### config.mk
export PLATFORM = sky130hd
export DESIGN_NAME = conv1d_window_buffer
export DESIGN_NICKNAME = d
export VERILOG_FILES = /design/src/rtl/conv1d_window_buffer.sv
export SDC_FILE = /design/constraint.sdc
export NUM_CORES = 1
export LEC_CHECK = 0
export ABC_AREA = 1
export CORE_UTILIZATION = 40
export DETAILED_ROUTE_END_ITERATION = 8
export PLACE_DENSITY_LB_ADDON = 0.25
export SLEW_MARGIN = 20
export SYNTH_ARGS = -nofsm -noshare
export SYNTH_HDL_FRONTEND = slang
export SYNTH_SLANG_ARGS = --single-unit
### constraint.sdc
create_clock -name clk_i -period 1.6 [get_ports clk_i]
set_input_delay 0.32 -clock clk_i [delete_from_list [all_inputs] [get_ports clk_i]]
set_output_delay 0.32 -clock clk_i [all_outputs]
set_load 0.02 [all_outputs]
### src/rtl/conv1d_window_buffer.sv
// conv1d_window_buffer
//   Converts a serial stream of signed samples into KERNEL-tap sliding windows
//   for the 1-D convolution MAC array. It supports a configurable stride,
//   valid/ready handshakes on both sides, and segment framing via in_last_i.
//
//   Build option: CONV1D_ZERO_PAD_EN
//     When defined, each segment starts with (KERNEL-1)/2 zero taps ("same"
//     padding, leading side only).
//     When undefined, no padding is applied ("valid" convolution).
//
// Ports
//   clk_i        rising-edge clock
//   rst_ni       asynchronous reset, active-low
//   in_valid_i   upstream sample valid
//   in_ready_o   block can accept a sample this cycle
//   in_data_i    signed sample, WIDTH bits
//   in_last_i    last sample of a segment (qualified by in_valid_i)
//   win_valid_o  window output valid
//   win_ready_i  downstream accepts the window
//   win_data_o   window; [WIDTH-1:0] is the oldest sample, the top slice is the newest
//   win_last_o   window was completed by the in_last_i sample
//
// state  | meaning
// S_FILL   | fewer than KERNEL taps valid in the current segment; no window is emitted
// S_STREAM | taps are full; a window is emitted on each accept where stride_q == 0
module conv1d_window_buffer #(
  parameter int WIDTH  = 8,
  parameter int KERNEL = 5,
  parameter int STRIDE = 1
) (
  input  logic                     clk_i,
  input  logic                     rst_ni,
  input  logic                     in_valid_i,
  output logic                     in_ready_o,
  input  logic [WIDTH-1:0]         in_data_i,
  input  logic                     in_last_i,
  output logic                     win_valid_o,
  input  logic                     win_ready_i,
  output logic [KERNEL*WIDTH-1:0]  win_data_o,
  output logic                     win_last_o
);

`ifdef CONV1D_ZERO_PAD_EN
  localparam int PAD = (KERNEL - 1) / 2;
`else
  localparam int PAD = 0;
`endif
  localparam int KW = KERNEL * WIDTH;
  localparam int CW = $clog2(KERNEL + 1);
  localparam int SW = (STRIDE > 1) ? $clog2(STRIDE) : 1;
  localparam logic [CW-1:0] FILL_START = CW'(PAD);
  localparam logic [CW-1:0] FILL_FULL  = CW'(KERNEL);
  localparam logic [SW-1:0] STRIDE_MAX = SW'(STRIDE - 1);

  typedef enum logic {S_FILL, S_STREAM} state_e;

  state_e          state_q, state_d;
  logic [KW-1:0]   taps_q, taps_d;
  logic [CW-1:0]   fill_q, fill_d;
  logic [SW-1:0]   stride_q, stride_d;
  logic            win_valid_q, win_valid_d;
  logic [KW-1:0]   win_data_q, win_data_d;
  logic            win_last_q, win_last_d;

  logic            accept;
  logic            emit;
  logic            full_post;
  logic [CW-1:0]   fill_inc;
  logic [KW-1:0]   taps_shift;

  // Single output register: a sample may enter whenever the output slot is
  // empty or is being drained in the same cycle.
  assign in_ready_o = rst_ni & (~win_valid_q | win_ready_i);
  assign accept     = in_valid_i & in_ready_o;

  // Newest sample enters at the top; the oldest drops off the bottom.
  assign taps_shift = {in_data_i, taps_q[KW-1:WIDTH]};
  assign fill_inc   = (fill_q == FILL_FULL) ? FILL_FULL : fill_q + CW'(1);
  assign full_post  = (fill_inc == FILL_FULL);

  // State register
  always_ff @(posedge clk_i or negedge rst_ni) begin
    if (!rst_ni) state_q <= S_FILL;
    else         state_q <= state_d;
  end

  // Next-state logic
  always_comb begin
    state_d = state_q;
    if (accept) begin
      if (in_last_i)      state_d = S_FILL;
      else if (full_post) state_d = S_STREAM;
    end
  end

  // Output decode: the completing sample in S_FILL already has full post-shift taps.
  always_comb begin
    emit = 1'b0;
    if (accept && ((state_q == S_STREAM) || full_post) && (stride_q == '0))
      emit = 1'b1;
  end

  // Tap, fill and stride datapath. A last sample restores the start-of-segment
  // values so that the next segment never sees this segment's taps.
  always_comb begin
    taps_d   = taps_q;
    fill_d   = fill_q;
    stride_d = stride_q;
    if (accept) begin
      if (in_last_i) begin
        taps_d   = '0;
        fill_d   = FILL_START;
        stride_d = '0;
      end else begin
        taps_d = taps_shift;
        fill_d = fill_inc;
        if (full_post)
          stride_d = (stride_q == STRIDE_MAX) ? '0 : stride_q + SW'(1);
      end
    end
  end

  always_comb begin
    win_data_d  = win_data_q;
    win_last_d  = win_last_q;
    win_valid_d = win_valid_q;
    if (emit) begin
      win_data_d  = taps_shift;
      win_last_d  = in_last_i;
      win_valid_d = 1'b1;
    end else if (win_ready_i) begin
      win_valid_d = 1'b0;
    end
  end

  always_ff @(posedge clk_i or negedge rst_ni) begin
    if (!rst_ni) begin
      taps_q      <= '0;
      fill_q      <= FILL_START;
      stride_q    <= '0;
      win_valid_q <= 1'b0;
      win_data_q  <= '0;
      win_last_q  <= 1'b0;
    end else begin
      taps_q      <= taps_d;
      fill_q      <= fill_d;
      stride_q    <= stride_d;
      win_valid_q <= win_valid_d;
      win_data_q  <= win_data_d;
      win_last_q  <= win_last_d;
    end
  end

  assign win_valid_o = win_valid_q;
  assign win_data_o  = win_data_q;
  assign win_last_o  = win_last_q;

endmodule

==> results.cfg <==
[layout]
stdcell_count = 517
most-common-layout-cells = nand2_1 (232), dfrtp_1 (78), dlygate4sd2_1 (42)
antennaDiodeCount = 0
syn_to_final_growth_pct = 29.63
layout-drive-gt1-share = 0.09569
stdcell_area_mm2 = 0.003990
fin_nets = 426
postLayoutCoreUtil = 0.5443
final_common_cell = nand2_1

[critical_path]
crit_chain = clkdlybuf4s50_1, inv_1, a21oi_2, clkdlybuf4s15_2
crit_family = buffers and inverters
path_max_fanout = 2
path_buf_inv = 3
rrSetupSlack_ps = 310
critPathMaxStageDelay_ps = 460
crit_arrival_ps = 1240
endpoint_kind = primary output
startpoint_type = primary input
required_ps = 1280
cpMaxStageDelayCell = clkdlybuf4s50_1
crit_type = primary input to primary output

[placed_design]
dpl_cell_area_mm2 = 0.003801
port_buffers = 55
dp_hpwl_mm = 4.188
pre_cts_slack_ps = -305.0
gp_congestion = 0.7001
dp.cells = 500

[floorplan]
initial_core_util = 0.4199
die_w_um = 89.72
die_y_um = 89.72
die-area_mm2 = 0.008050
core_area_mm2 = 0.007331
num_rows = 31
ios = 56

[synth]
synth-compound-area-share = 0.01098
syn_avg_cell_area_um2 = 8.922
yosys.area_share.xor_xnor = 0.002846
synth-seq-area-share = 0.6341
synth_simple_gate_area_frac = 0.3033
synth_top_family_by_area = simple AND/OR/NAND/NOR gates
syn_nets = 358
synth_mux_area_frac = 0
synth_seq_cells = 78
netlist_area_mm2 = 0.003078
yosys_warnings = 0
synthAdderAreaFrac = 0
synthCells = 345
synth_cell_types = 16

[power]
vdd_ir_drop_max_mv = 0.7100
leakagePower_nw = 2.345
power_density_mw_per_mm2 = 1326

[sta]
fmax_mhz = 639.4
setup_slack_ps = 36.07
clock_skew_ps = 9.973
setup_violations = 0
worst_pin_slew_ps = 662.0
slew_violations = 0
fin_crit_sh = 0.9775
rsz0062_at_grt = false
hold_violations = 0
fin_crit_ps = 1564
maxSlewHeadroom = 0.5587

[drt]
ant_nets = 0
drtPass1Iterations = 4
wl_per_cell_um = 12.10
routed_wirelength_mm = 6.256
vias = 2338
drt-initial-drc-count = 100
via_per_inst = 4.522
drcViolationCount = 0

[clocking]
root_buffer = clkbuf_8
path_clk_slew_ps = 80
cts_htree_levels = 3
tritoncts = done
cts_buffers = 9
clock_latency_ps = 350
cts.sinks = 78
clockBufferDepth = 2
post-cts-setup-buffers = 0

[run_status]
status = finished clean

[grt]
track_usage = 0.1746
grt_max_degree = 54
grt_pass1_wl_mm = 11.09
grt_use_met2 = 0.2705
busiest_layer = met2
gr-usage-met3 = 0.03469
antenna_found_initial = 0
grt_pass1_vias = 2310
gr-total-overflow = 0
grtUsageMet1 = 0.2383

[min_path]
hold_path_class = primary input to async pin

[run]
maxCapViolCount = 0
## metal layers
layer / share of wire / wire length, µm
met4: 0.014 / 89
met5: 0 / 0
met3: 0.035 / 222
met1: 0.49 / 3065
met2: 0.46 / 2878
## worst paths after layout
path	from	endpoint	depth (start not counted)
min reg2reg	win_data_o[9]	win_data_o[9]	2
min in group clk_i	win_data_o[9]	win_data_o[9]	2
max	win_ready_i	in_ready_o	4
max in group asynchronous	rst_ni	win_data_o[0]	3
max reg2reg	fill_q[1]	win_data_o[16]	6
min	rst_ni	win_valid_o	3
## synth_stat cells
| cell | n | share of area |
|---|---|---|
| a21oi_1 | 2 | 0.0033 |
| a21oi_2 | 1 | 0.0028 |
| buf_4 | 3 | 0.0073 |
| buf_6 | 8 | 0.029 |
| clkbuf_1 | 3 | 0.0037 |
| dfrtp_1 | 78 | 0.63 |
| inv_1 | 7 | 0.0085 |
| nand2_1 | 232 | 0.28 |
| nand2_2 | 2 | 0.0041 |
| nand3_1 | 1 | 0.0016 |
| nand3_2 | 1 | 0.0033 |
| nand3_4 | 1 | 0.0057 |
| nand4_1 | 1 | 0.0020 |
| nor2_4 | 1 | 0.0037 |
| o21ai_0 | 3 | 0.0049 |
| xnor2_1 | 1 | 0.0028 |
## kinds of logic after synthesis
group                     after synthesis
xor gates and xnor gates                1
buffers and inverters                  21
DFF                                    78
and+or+nand+nor                       239
AOI/OAI and AO/OA                       6
## worst min-delay path, stage by stage
cell	delay, ps
buf_4	90
buf_4	160
buf_12	190
## state kept, by name, summed over array words and instances, names as in the netlist
name and cells:
win_last_o 1, state_q 1, win_data_o 40, win_valid_o 1, fill_q 3, taps_q 32
## power by group
| group | leakage, nW | switching (mW) | internal [mW] | total (mW) |
|---|---|---|---|---|
| combinational | 1.17 | 0.717 | 0.459 | 1.18 |
| clock | 0.114 | 0.725 | 0.886 | 1.61 |
| sequential | 1.06 | 0.202 | 2.30 | 2.50 |
| total | 2.34 | 1.64 | 3.65 | 5.29 |
## metrics by stage
step / hold slack [ps] / total power [mW] / TNS [ps]
5_1_grt: 60.22 / 5.605 / 0
3_5_place_dp: 370.4 / 3.921 / -8505
3_3_place_gp: 365.2 / 3.903 / -6158
2_1_floorplan: 24.41 / 3.192 / 0
4_1_cts: 57.93 / 5.361 / 0
6_report: 64.26 / 5.290 / 0
## repair_timing
action                                  4_1_cts  5_1_grt
endpoints found under the setup margin       43        0
resized for setup                            45        0
hold buffers                                  1        0
hold endpoints to repair                     25        0
## area by class of cell
cell class	count	area [µm²]
Inverter	7	26.28
Multi-Input combinational cell	246	975.9
Clock buffer	9	123.9
Sequential cell	78	1952
Timing Repair Buffer	71	691.9
Tap cell	99	123.9
Fill cell	702	3341
Clock inverter	7	96.34
(Power assumes the default switching activity.)
